===== config.mk =====
export PLATFORM = sky130hd
export DESIGN_NAME = dp_instr_fetch
export DESIGN_NICKNAME = d
export VERILOG_FILES = /design/src/rtl/dp_instr_fetch.sv
export SDC_FILE = /design/constraint.sdc
export NUM_CORES = 1
export LEC_CHECK = 0
export BUFFER_PORTS_ARGS = -buffer_cell sky130_fd_sc_hd__buf_4
export CORE_MARGIN = 3
export CORE_UTILIZATION = 50
export CTS_BUF_LIST = sky130_fd_sc_hd__clkbuf_8
export DETAILED_ROUTE_END_ITERATION = 12
export HOLD_SLACK_MARGIN = 0.08
export PLACE_DENSITY = 0.81
export SYNTH_ARGS = -nofsm -noshare
export SYNTH_HDL_FRONTEND = slang
export SYNTH_SLANG_ARGS = --single-unit

===== constraint.sdc =====
create_clock -name clk -period 5.07 [get_ports clk]
set_clock_uncertainty 0.1 [all_clocks]
set_input_delay 0.2535 -clock clk [delete_from_list [all_inputs] [get_ports clk]]
set_output_delay 0.2535 -clock clk [all_outputs]
set_load 0.02 [all_outputs]

===== src/rtl/dp_instr_fetch.sv =====
// Byte-serial instruction assembler feeding a small FIFO for the execute stage.
// Register ops are one byte, immediate ops two bytes, and illegal first bytes are dropped.
module dp_instr_fetch #(
  parameter int DEPTH = 4,
  parameter int LVLW  = 3
) (
  input  logic            clk,
  input  logic            rst,
  input  logic            flush,
  input  logic [7:0]      in_byte,
  input  logic            in_valid,
  output logic            in_ready,
  output logic            out_valid,
  input  logic            out_ready,
  output logic [3:0]      out_opcode,
  output logic [1:0]      out_rd,
  output logic [1:0]      out_rs,
  output logic [7:0]      out_imm,
  output logic            err_illegal,
  output logic [LVLW-1:0] fifo_level
);

  localparam int AW = $clog2(DEPTH);
  localparam logic [LVLW-1:0] FULL_LVL = LVLW'(DEPTH);

  typedef enum logic {IDLE, IMM} state_t;

  state_t          state, state_nxt;
  logic [15:0]     mem [DEPTH];
  logic [AW-1:0]   wr_ptr, rd_ptr;
  logic [LVLW-1:0] level;
  logic [3:0]      lat_op;
  logic [1:0]      lat_rd, lat_rs;
  logic            accept, pop, push, latch, err_set;
  logic [15:0]     push_data;
  logic [3:0]      opcode;

  assign opcode    = in_byte[7:4];
  // in_ready depends only on the registered level and flush, never on the other handshake inputs
  assign in_ready  = (level != FULL_LVL) && !flush;
  assign out_valid = (level != '0);
  assign accept    = in_valid && in_ready;
  assign pop       = out_valid && out_ready && !flush;
  assign fifo_level = level;
  assign {out_opcode, out_rd, out_rs, out_imm} = mem[rd_ptr];

  always_ff @(posedge clk or posedge rst) begin
    if (rst)        state <= IDLE;
    else if (flush) state <= IDLE;
    else            state <= state_nxt;
  end

  always_comb begin
    state_nxt = state;
    if (accept) begin
      case (state)
        IDLE:    if (opcode[3:2] == 2'b10) state_nxt = IMM;
        IMM:     state_nxt = IDLE;
        default: state_nxt = IDLE;
      endcase
    end
  end

  always_comb begin
    push      = 1'b0;
    latch     = 1'b0;
    err_set   = 1'b0;
    push_data = '0;
    if (accept) begin
      case (state)
        IDLE: begin
          if (!opcode[3]) begin
            push      = 1'b1;
            push_data = {in_byte, 8'h00};
          end else if (!opcode[2]) begin
            latch = 1'b1;
          end else begin
            err_set = 1'b1;
          end
        end
        IMM: begin
          push      = 1'b1;
          push_data = {lat_op, lat_rd, lat_rs, in_byte};
        end
        default: ;
      endcase
    end
  end

  always_ff @(posedge clk or posedge rst) begin
    if (rst) begin
      lat_op <= '0;
      lat_rd <= '0;
      lat_rs <= '0;
    end else if (flush) begin
      lat_op <= '0;
      lat_rd <= '0;
      lat_rs <= '0;
    end else if (latch) begin
      lat_op <= opcode;
      lat_rd <= in_byte[3:2];
      lat_rs <= in_byte[1:0];
    end
  end

  always_ff @(posedge clk or posedge rst) begin
    if (rst)        err_illegal <= 1'b0;
    else if (flush) err_illegal <= 1'b0;
    else            err_illegal <= err_set;
  end

  // Storage is cleared on reset so the head fields read as zero while empty after reset
  always_ff @(posedge clk or posedge rst) begin
    if (rst) begin
      for (int unsigned i = 0; i < DEPTH; i++) mem[i] <= '0;
    end else if (push) begin
      mem[wr_ptr] <= push_data;
    end
  end

  always_ff @(posedge clk or posedge rst) begin
    if (rst) begin
      wr_ptr <= '0;
      rd_ptr <= '0;
      level  <= '0;
    end else if (flush) begin
      wr_ptr <= '0;
      rd_ptr <= '0;
      level  <= '0;
    end else begin
      if (push) wr_ptr <= wr_ptr + 1'b1;
      if (pop)  rd_ptr <= rd_ptr + 1'b1;
      case ({push, pop})
        2'b10:   level <= level + LVLW'(1);
        2'b01:   level <= level - LVLW'(1);
        default: level <= level;
      endcase
    end
  end

endmodule


==> results of run 1 <==
power by group through the flow:
stage / clock, mW / sequential (mW) / combinational (mW)
2_1_floorplan: 0 / 0.785 / 0.309
3_3_place_gp: 0 / 0.818 / 0.404
3_5_place_dp: 0 / 0.826 / 0.411
4_1_cts: 0.488 / 0.813 / 0.416
5_1_grt: 0.518 / 0.827 / 0.450
6_report: 0.481 / 0.815 / 0.415
critical path: cells and delay by family:
| family | cells | cell delay (ns) |
|---|---|---|
| AO/OA/AOI/OAI | 1 | 0.28 |
| buffers and inverters | 2 | 0.72 |
| AND/OR/NAND/NOR | 3 | 1.52 |
registers in the layout, summed over array words and instances, names as in the netlist:
register     count
mem             64
err_illegal      1
lat_rs           2
rd_ptr           2
lat_op           4
lat_rd           2
state            1
wr_ptr           2
fifo_level       3
metal layers:
layer | vias to the layer above | global-route usage [%] | share of wire, %
li1 | 1247 | - | -
met5 | - | 0 | 0
met3 | 17 | 5.63 | 7.4
met1 | 1428 | 30.4 | 41
met4 | 0 | 6.72 | 1.7
met2 | 125 | 37.0 | 49
metrics by stage:
stage | utilization, % | worst slack (ns) | instances
after floorplan | - | 2.64 | 313
after global placement | 55.7 | 2.73 | 423
after detailed placement | 55.7 | 2.63 | 423
after CTS | 59.5 | 2.47 | 445
after global routing | 59.6 | 2.34 | 445
final | 59.6 | 2.45 | 445
cell families after synthesis:
group | after synthesis | share of synthesized area, %
AOI/OAI and AO/OA | 103 | 18.5
muxes | 21 | 10.9
adders and majority gates | 5 | 1.85
buffers and inverters | 29 | 3.50
and+or+nand+nor | 71 | 11.2
xor gates and xnor gates | 3 | 0.693
DFF | 81 | 53.4
final cells by class:
class / count / area, um^2 / area share [%]
flip-flops and latches: 81 / 2030 / 46.6
multi-input cells: 203 / 1640 / 37.8
repair buffers: 42 / 333 / 7.66
clock buffers: 11 / 151 / 3.48
well taps: 99 / 124 / 2.85
clock inverters: 4 / 51.3 / 1.18
inverters: 5 / 18.8 / 0.432
worst min path at each step:
stage | slack (ns) | start | cells past startpoint | end
2_1_floorplan | 0.27 | in_byte[4] | 2 | lat_op[0]$_DFFE_PP0P_
3_3_place_gp | 0.38 | mem[37]$_DFFE_PP0P_ | 1 | mem[37]$_DFFE_PP0P_
3_5_place_dp | 0.38 | mem[37]$_DFFE_PP0P_ | 1 | mem[37]$_DFFE_PP0P_
4_1_cts | 0.08 | in_byte[6] | 2 | mem[22]$_DFFE_PP0P_
5_1_grt | 0.12 | rst | 2 | fifo_level[1]$_DFFE_PP0P_
6_report | 0.04 | rst | 2 | fifo_level[1]$_DFFE_PP0P_
cells in the final DEF, fill, tap and decap left out, types with 7 or more instances in the layout:
cell / instances
sky130_fd_sc_hd__a21oi_1: 28
sky130_fd_sc_hd__a22o_1: 32
sky130_fd_sc_hd__and3_1: 8
sky130_fd_sc_hd__buf_4: 35
sky130_fd_sc_hd__clkbuf_8: 11
sky130_fd_sc_hd__dfrtp_1: 81
sky130_fd_sc_hd__dlygate4sd3_1: 7
sky130_fd_sc_hd__mux4_2: 16
sky130_fd_sc_hd__nand2_1: 21
sky130_fd_sc_hd__nor2_1: 16
sky130_fd_sc_hd__o21ai_0: 7
sky130_fd_sc_hd__o22ai_1: 28
==> summary by stage, run 1 <==
Detailed routing
Dividing the detail-routed wire length by the instance count gives 20.6 um. The routed layout has 2,817 vias. The routed wire length is 9.19 mm. The first-pass iteration count of the detailed router is 5. The remaining antenna violation count is 0. The detailed router finished its first iteration with 239 violations. After detailed routing, the number of remaining DRC violations is 0. Dividing the detail-routed via count by the number of cells gives 6.33.

Placed design
The final weighted congestion in routability-driven placement is 0.875. Detailed placement ended at an HPWL of 5.98 mm. During placement, the flow inserted port buffers numbering 34.

The total cell area at the placement stage is a little over 4000 um^2.

Pwr
The largest vdd supply drop is around 0.21 mV. The clock network accounts for 28.1% of the total power. The sequential cell fraction of total power is 47.6%. The power density over the cells is just under 400 nW/um^2. The cell-internal power is 1.19 mW. The combinational share of power is 24.3%. The fraction of power spent switching nets is 30.5%. The overall power after layout is 1.71 mW. The leakage power figure is 1.97 nW.

The analysis attributes to net switching a power of 0.521 mW.

Layout
The area growth from synthesis to layout is 14.6%. The count of filler cells inserted in the layout is 603. The cell area after layout is between 4000 and 5000 um^2. The net count reported at finish is 360. The share of cells above drive strength 1 is 23.1%. 0 antenna diodes ended up in the layout.

Clock tree
The clock-pin transition on the worst setup and hold timing paths is 0.08 ns. The root buffer cell chosen for the clock tree is sky130_fd_sc_hd__clkbuf_8. The post-CTS setup-driven buffer insertion count is 0. The later pin in the worst-skew pair is clocked with a latency of approximately 0.36 ns. The hold buffer count at CTS is 7. The number of gates resized after CTS was 0.

TritonCTS built the clock tree. The sink count of the clock tree is 81. The level count of the clock H-tree is 3. In this run, CTS created clock tree buffers numbering 9. The clock passes through at most 2 buffers.

Setup path
The destination of the critical timing path is mem[19]$_DFFE_PP0P_. The category of the most critical setup path is in -> reg. Along the worst path, the maximum fanout reaches 13. In this run the critical register-to-register path is launched from fifo_level[2]$_DFFE_PP0P_.

The slowest stage of the critical path belongs to the cell sky130_fd_sc_hd__and3_1. The data required time of the critical path is between 5 and 6 ns. The delay contributed by the slowest stage of the critical path is 0.59 ns.

The critical path arrival is approximately 2.8 ns. The signal on the critical path passes through dlygate4sd3_1, buf_4, nor2b_1, and3_1, nand2_1, a22o_1. The sort of element at the end of the critical path is a flip-flop.

Counting cells, the worst reg-to-reg path comes to 6. STA classifies the critical path startpoint as a primary input. The terminus of the critical flop-to-flop path is fifo_level[2]$_DFFE_PP0P_.

The startpoint of the most critical setup path is flush. In this run the register-to-register setup slack is between 2 and 3 ns.

Die
After floorplanning, the core was divided into 31 placement rows. In this run the standard cell core region covers 7290 um^2. The count of pins on the block boundary is 35.

The effective utilization at floorplan is 52.0%. The die width is roughly 93 um. The die footprint is approximately 8700 um^2. In this run the vertical extent of the chip is 93.1 um.

Synth
The gate count of the mapped netlist is 313. The count of different cell masters after synthesis is 40. sky130_fd_sc_hd__dfrtp_1 is the most common cell in the netlist.

Yosys mapped a number of flops with a built-in enable equal to 0. Counting flops and latches in the post-synthesis netlist gives 81. The number of nets in the synthesized netlist is between 300 and 400. The area share of the leading cell type in the synthesized netlist is 53.4%. For this run, asynchronously set or reset flops after synthesis account for 100%.

The average instance area after synthesis is 12.1 um^2. After synthesis, the cell types taking the most area are sky130_fd_sc_hd__dfrtp_1, sky130_fd_sc_hd__mux4_2, sky130_fd_sc_hd__a22o_1. The mapped netlist covers 3790 um^2. The biggest area contributor in the post-synthesis netlist is sky130_fd_sc_hd__dfrtp_1. The Yosys step of the flow raised 0 warnings. In the synthesized netlist the dominant register cell turns out to be sky130_fd_sc_hd__dfrtp_1. The commonest cells after synthesis are sky130_fd_sc_hd__dfrtp_1, sky130_fd_sc_hd__a22o_1, sky130_fd_sc_hd__a21oi_1, sky130_fd_sc_hd__o22ai_1, sky130_fd_sc_hd__nand2_1. The share of synthesized area occupied by flip-flops and latches is ~53%.

Hold path
The tightest min-delay check is of the in -> async type.

STA
The final hold violation count came to 0. The final-report max-slew violation count is 0. Setup repair after global routing left no endpoint under its margin. Summed over all failing endpoints, the final setup total negative slack is 0 ns. The minimum clock period after layout is ~2.6 ns. The maximum operating frequency is around 380 MHz. The worst path uses ~52% of the clock period. The total setup violations reported at the end of the flow is 0. The worst hold margin is 0.0387 ns. At the pin with the least slew margin, the transition time is 1.10 ns. The worst slew margin relative to its limit is between 20 and 30%.

Global routing
The global-route usage over all layers is 22.7%. The via count of the first global-routing pass is 2,851. The pin count of the biggest net entering global routing is 51. The first-pass GRT wire length is 15.0 mm.

The initial antenna violation count came to 0. The global-route congestion overflow total is 0.

Outcome
The flow ran to the end, and the final reports show no timing, DRC or antenna violations.

Run
Across the run, the number of max-cap violations was 0.
(Power assumes the default switching activity.)
==> run 2: changes to the inputs <==
- ABC_AREA: unset -> 1
- PLACE_DENSITY: 0.81 -> 0.84
- clock period: 5.07 -> 2.16 ns (I/O delays scaled with it)
==> run 2 against run 1 <==
Against the previous run: clock-buffer cell count is 2 lower; critical path depth grew 7; flip-flop and latch count did not move; first-iteration DRC count grew 84%; synthesized cell count grew 47%; cell area grew 6.3%; via count up 24%; global-route usage increased by 1.5 points; combinational power increased by 65%; non-clock buffer count grew 23; cell count is 39% higher; largest cell class unchanged.
==> summary by stage, run 2 <==
Synth
The synthesis-stage register bit count was 81 (unchanged). The synthesis warning total came to 0 (unchanged). The share of synthesized area occupied by flip-flops and latches is 52.3% (was 53.4%). The dominant register cell in the synthesized netlist is sky130_fd_sc_hd__dfrtp_1 (unchanged). The count of different cell masters after synthesis came to 29 (was 40). The most area-hungry cell type in the Yosys netlist is sky130_fd_sc_hd__dfrtp_1 (unchanged). The cell area after synthesis is 3870 um^2 (was 3790 um^2). The total nets after synthesis is 478 (was 331).

The gate count of the mapped netlist is 460 (was 313). Synth cell count leaders: sky130_fd_sc_hd__nand2_1, sky130_fd_sc_hd__dfrtp_1, sky130_fd_sc_hd__o21ai_0 (was sky130_fd_sc_hd__dfrtp_1, sky130_fd_sc_hd__a22o_1, sky130_fd_sc_hd__a21oi_1, sky130_fd_sc_hd__o22ai_1, sky130_fd_sc_hd__nand2_1). The cell with the most instances after synthesis is sky130_fd_sc_hd__nand2_1 (was sky130_fd_sc_hd__dfrtp_1). The number of flops mapped to enable cells by yosys is 0 (unchanged). The fraction of registers with async set/reset is 100% (unchanged). The area share of the leading cell type in the synthesized netlist was 52.3% (was 53.4%). The average instance area after synthesis came to 8.42 um^2 (was 12.1 um^2). Most area-consuming cells after synthesis: sky130_fd_sc_hd__dfrtp_1, sky130_fd_sc_hd__nand2_1, sky130_fd_sc_hd__o21ai_0 (was sky130_fd_sc_hd__dfrtp_1, sky130_fd_sc_hd__mux4_2, sky130_fd_sc_hd__a22o_1).

Pwr
The power density over the cells is 791 nW/um^2 (was 394 nW/um^2). The leakage power figure came to 2.31 nW (was 1.97 nW). The largest vdd supply drop is 0.604 mV (was 0.210 mV).

Clock tree
The CTS root buffer was sky130_fd_sc_hd__clkbuf_8 (unchanged). The sink count of the clock tree is 81 (unchanged). The level count of the clock H-tree came to 3 (unchanged). The maximum number of buffers from clock root to sink is 2 (unchanged). The worst-skew pair later-pin latency came to 0.35 ns (was 0.36 ns). The clock-pin transition on the worst setup and hold timing paths is 0.08 ns (about the same).

The CTS tree is done (unchanged). The total clock buffers created by CTS is 9 (unchanged).

Layout
The most frequent standard cell in the layout excluding fill and tap cells is sky130_fd_sc_hd__nand2_1 (was sky130_fd_sc_hd__dfrtp_1). The share of cells above drive strength 1 is 18.0% (was 23.1%). The net count reported at finish is 531 (was 360).

The number of flip-flops under the largest register name was 64 (unchanged). The number of inserted diodes is 0 (unchanged). The layout-stage area growth over the synthesis result is 19.4% (was 14.6%). The register name with the most flops is mem (unchanged). Commonest cells after routing, fill and taps aside: sky130_fd_sc_hd__nand2_1, sky130_fd_sc_hd__dfrtp_1, sky130_fd_sc_hd__o21ai_0 (was sky130_fd_sc_hd__dfrtp_1, sky130_fd_sc_hd__buf_4, sky130_fd_sc_hd__a22o_1).

The final instance count without filler cells was 617 (was 445).

Global routing
The initial antenna violation count is 0 (unchanged). The global-route usage over all layers is 24.2% (was 22.7%). The global-route congestion overflow total is 0 (unchanged).

The via count of the first global-routing pass is 3,386 (was 2,851). The pin count of the biggest net entering global routing is 35 (was 51). The first-pass GRT wire length is 16.7 mm (was 15.0 mm).

STA
The worst path in the final design needs a cycle of 2.14 ns, including I/O delays and setup. The slew at the pin with the worst max-slew slack is 0.786 ns (was 1.10 ns). The maximum operating frequency is ~470 MHz.

The worst hold margin is 0.118 ns (was 0.0387 ns). The worst slew margin relative to its limit is 47.5% (was 27.0%). The total setup violations reported at the end of the flow came to 0 (unchanged). The aggregate negative setup slack came to 0 ns (unchanged). The final hold violation count is 0 (unchanged). After layout, the worst path uses 98.9% of the clock period.

The final-report max-slew violation count is 0 (unchanged).

Setup path
The sort of element at the end of the critical path is a flip-flop (unchanged). The data required time of the critical path was 2.31 ns (was 5.22 ns). The critical path arrival came to 2.28 ns (was 2.77 ns). The critical path launch point type is a flip-flop (was primary input). The biggest fanout along the worst timing path came to 5 (was 13).

The category of the most critical setup path is reg -> reg (was in -> reg).

Detailed routing
The number of vias per cell after detailed routing came to 5.68 (was 6.33). The initial DRC count is 440 (was 239). The residual DRC count is 0 (unchanged).

The via total after detailed routing was 3,505 (was 2,817). The remaining antenna violation count is 0 (unchanged). The routed wire length is 10.0 mm (was 9.19 mm).

The wire length per cell is 16.2 um (was 20.6 um). The first-pass iteration count of the detailed router was 5 (unchanged).

Placed design
The final HPWL from detailed placement is 6.47 mm (was 5.98 mm). The placed cell count is 584 (was 423). The final weighted congestion in routability-driven placement came to 0.860 (was 0.875). The count of input and output buffers came to 34 (unchanged).

Die
The count of pins on the block boundary is 35 (unchanged). The number of placement rows came to 31 (unchanged). The die footprint is 8840 um^2 (was 8670 um^2). The y dimension of the die was 94.0 um (was 93.1 um). The die width is 94.0 um (was 93.1 um). The core region area is 7370 um^2 (was 7290 um^2). The effective utilization at floorplan is 52.5% (was 52.0%).

Outcome
Result of the run: completed (unchanged).

Run
The number of max-cap violations is 0 (unchanged).

Hold path
The classification of the worst-slack hold path is in -> reg (was in -> async).
[run 2: logic make-up after synthesis]
family	after synthesis	synth area share [%]
simple gates	196	21.6
xor+xnor	1	0.226
buf+inv	47	6.14
compound gates	130	17.9
fa+ha+maj	5	1.81
flops	81	52.3
[run 2: stage by stage]
| step | instance area, um^2 | utilization [%] | power, mW | setup WS (ns) |
|---|---|---|---|---|
| after floorplan | 3890 | - | 2.18 | 0.0289 |
| after global placement | 4240 | 57.5 | 2.40 | 0.150 |
| after detailed placement | 4240 | 57.5 | 2.43 | 0.0603 |
| after CTS | 4580 | 62.1 | 3.65 | 0.0382 |
| after global routing | 4620 | 62.7 | 3.82 | -0.109 |
| final | 4620 | 62.7 | 3.65 | 0.0245 |
[run 2: per-layer routing]
layer	part of all wire [%]	routed length (um)	GRT usage [%]	vias up
met4	1.4	136	7.22	0
met1	41	4090	31.7	1709
li1	-	-	-	1622
met5	0	0	0	-
met3	7.8	780	5.77	14
met2	50	4990	40.1	160
[run 2: cell type report]
class / count / area, um^2
Fill cell: 592 / 2750
Sequential cell: 81 / 2030
Multi-Input combinational cell: 332 / 1620
Timing Repair Buffer: 65 / 531
Clock buffer: 9 / 124
Tap cell: 99 / 124
Inverter: 24 / 98.8
Clock inverter: 7 / 95.1
[run 2: path summary, 6_finish.rpt]
check | startpoint | endpoint | slack [ns] | cells past startpoint
setup / recovery | fifo_level[0]$_DFFE_PP0P_ | fifo_level[2]$_DFFE_PP0P_ | 0.02 | 13
hold / removal | in_valid | fifo_level[2]$_DFFE_PP0P_ | 0.12 | 5
setup reg to reg | fifo_level[0]$_DFFE_PP0P_ | fifo_level[2]$_DFFE_PP0P_ | 0.02 | 13
hold reg to reg | mem[45]$_DFFE_PP0P_ | mem[45]$_DFFE_PP0P_ | 0.38 | 2
max in group asynchronous | rst | lat_rs[0]$_DFFE_PP0P_ | 0.97 | 4
min in group asynchronous | rst | mem[34]$_DFFE_PP0P_ | 0.35 | 3
[run 2: critical path: stages, from the launching register on]
cell,delay [ns]
sky130_fd_sc_hd__dfrtp_2,0.46
sky130_fd_sc_hd__nor2_4,0.16
sky130_fd_sc_hd__nand2_2,0.09
sky130_fd_sc_hd__nand2_2,0.11
sky130_fd_sc_hd__nor2_1,0.07
sky130_fd_sc_hd__nand2_1,0.08
sky130_fd_sc_hd__inv_1,0.05
sky130_fd_sc_hd__fa_2,0.34
sky130_fd_sc_hd__xor2_1,0.24
sky130_fd_sc_hd__nand3_1,0.11
sky130_fd_sc_hd__nand2_1,0.09
sky130_fd_sc_hd__inv_1,0.04
sky130_fd_sc_hd__nand2_1,0.05
sky130_fd_sc_hd__nand2_1,0.04
[run 2: repair_timing]
action                                  CTS  global route
hold buffers                             12             0
setup buffers                             0             5
hold endpoints to repair                 75             0
endpoints found under the setup margin    0             1
gates resized for setup                   0             2
[run 2: power by group]
| group | total (mW) | internal [mW] | switching (mW) |
|---|---|---|---|
| clock | 1.22 | 0.651 | 0.571 |
| combinational | 0.686 | 0.274 | 0.412 |
| sequential | 1.75 | 1.66 | 0.0829 |
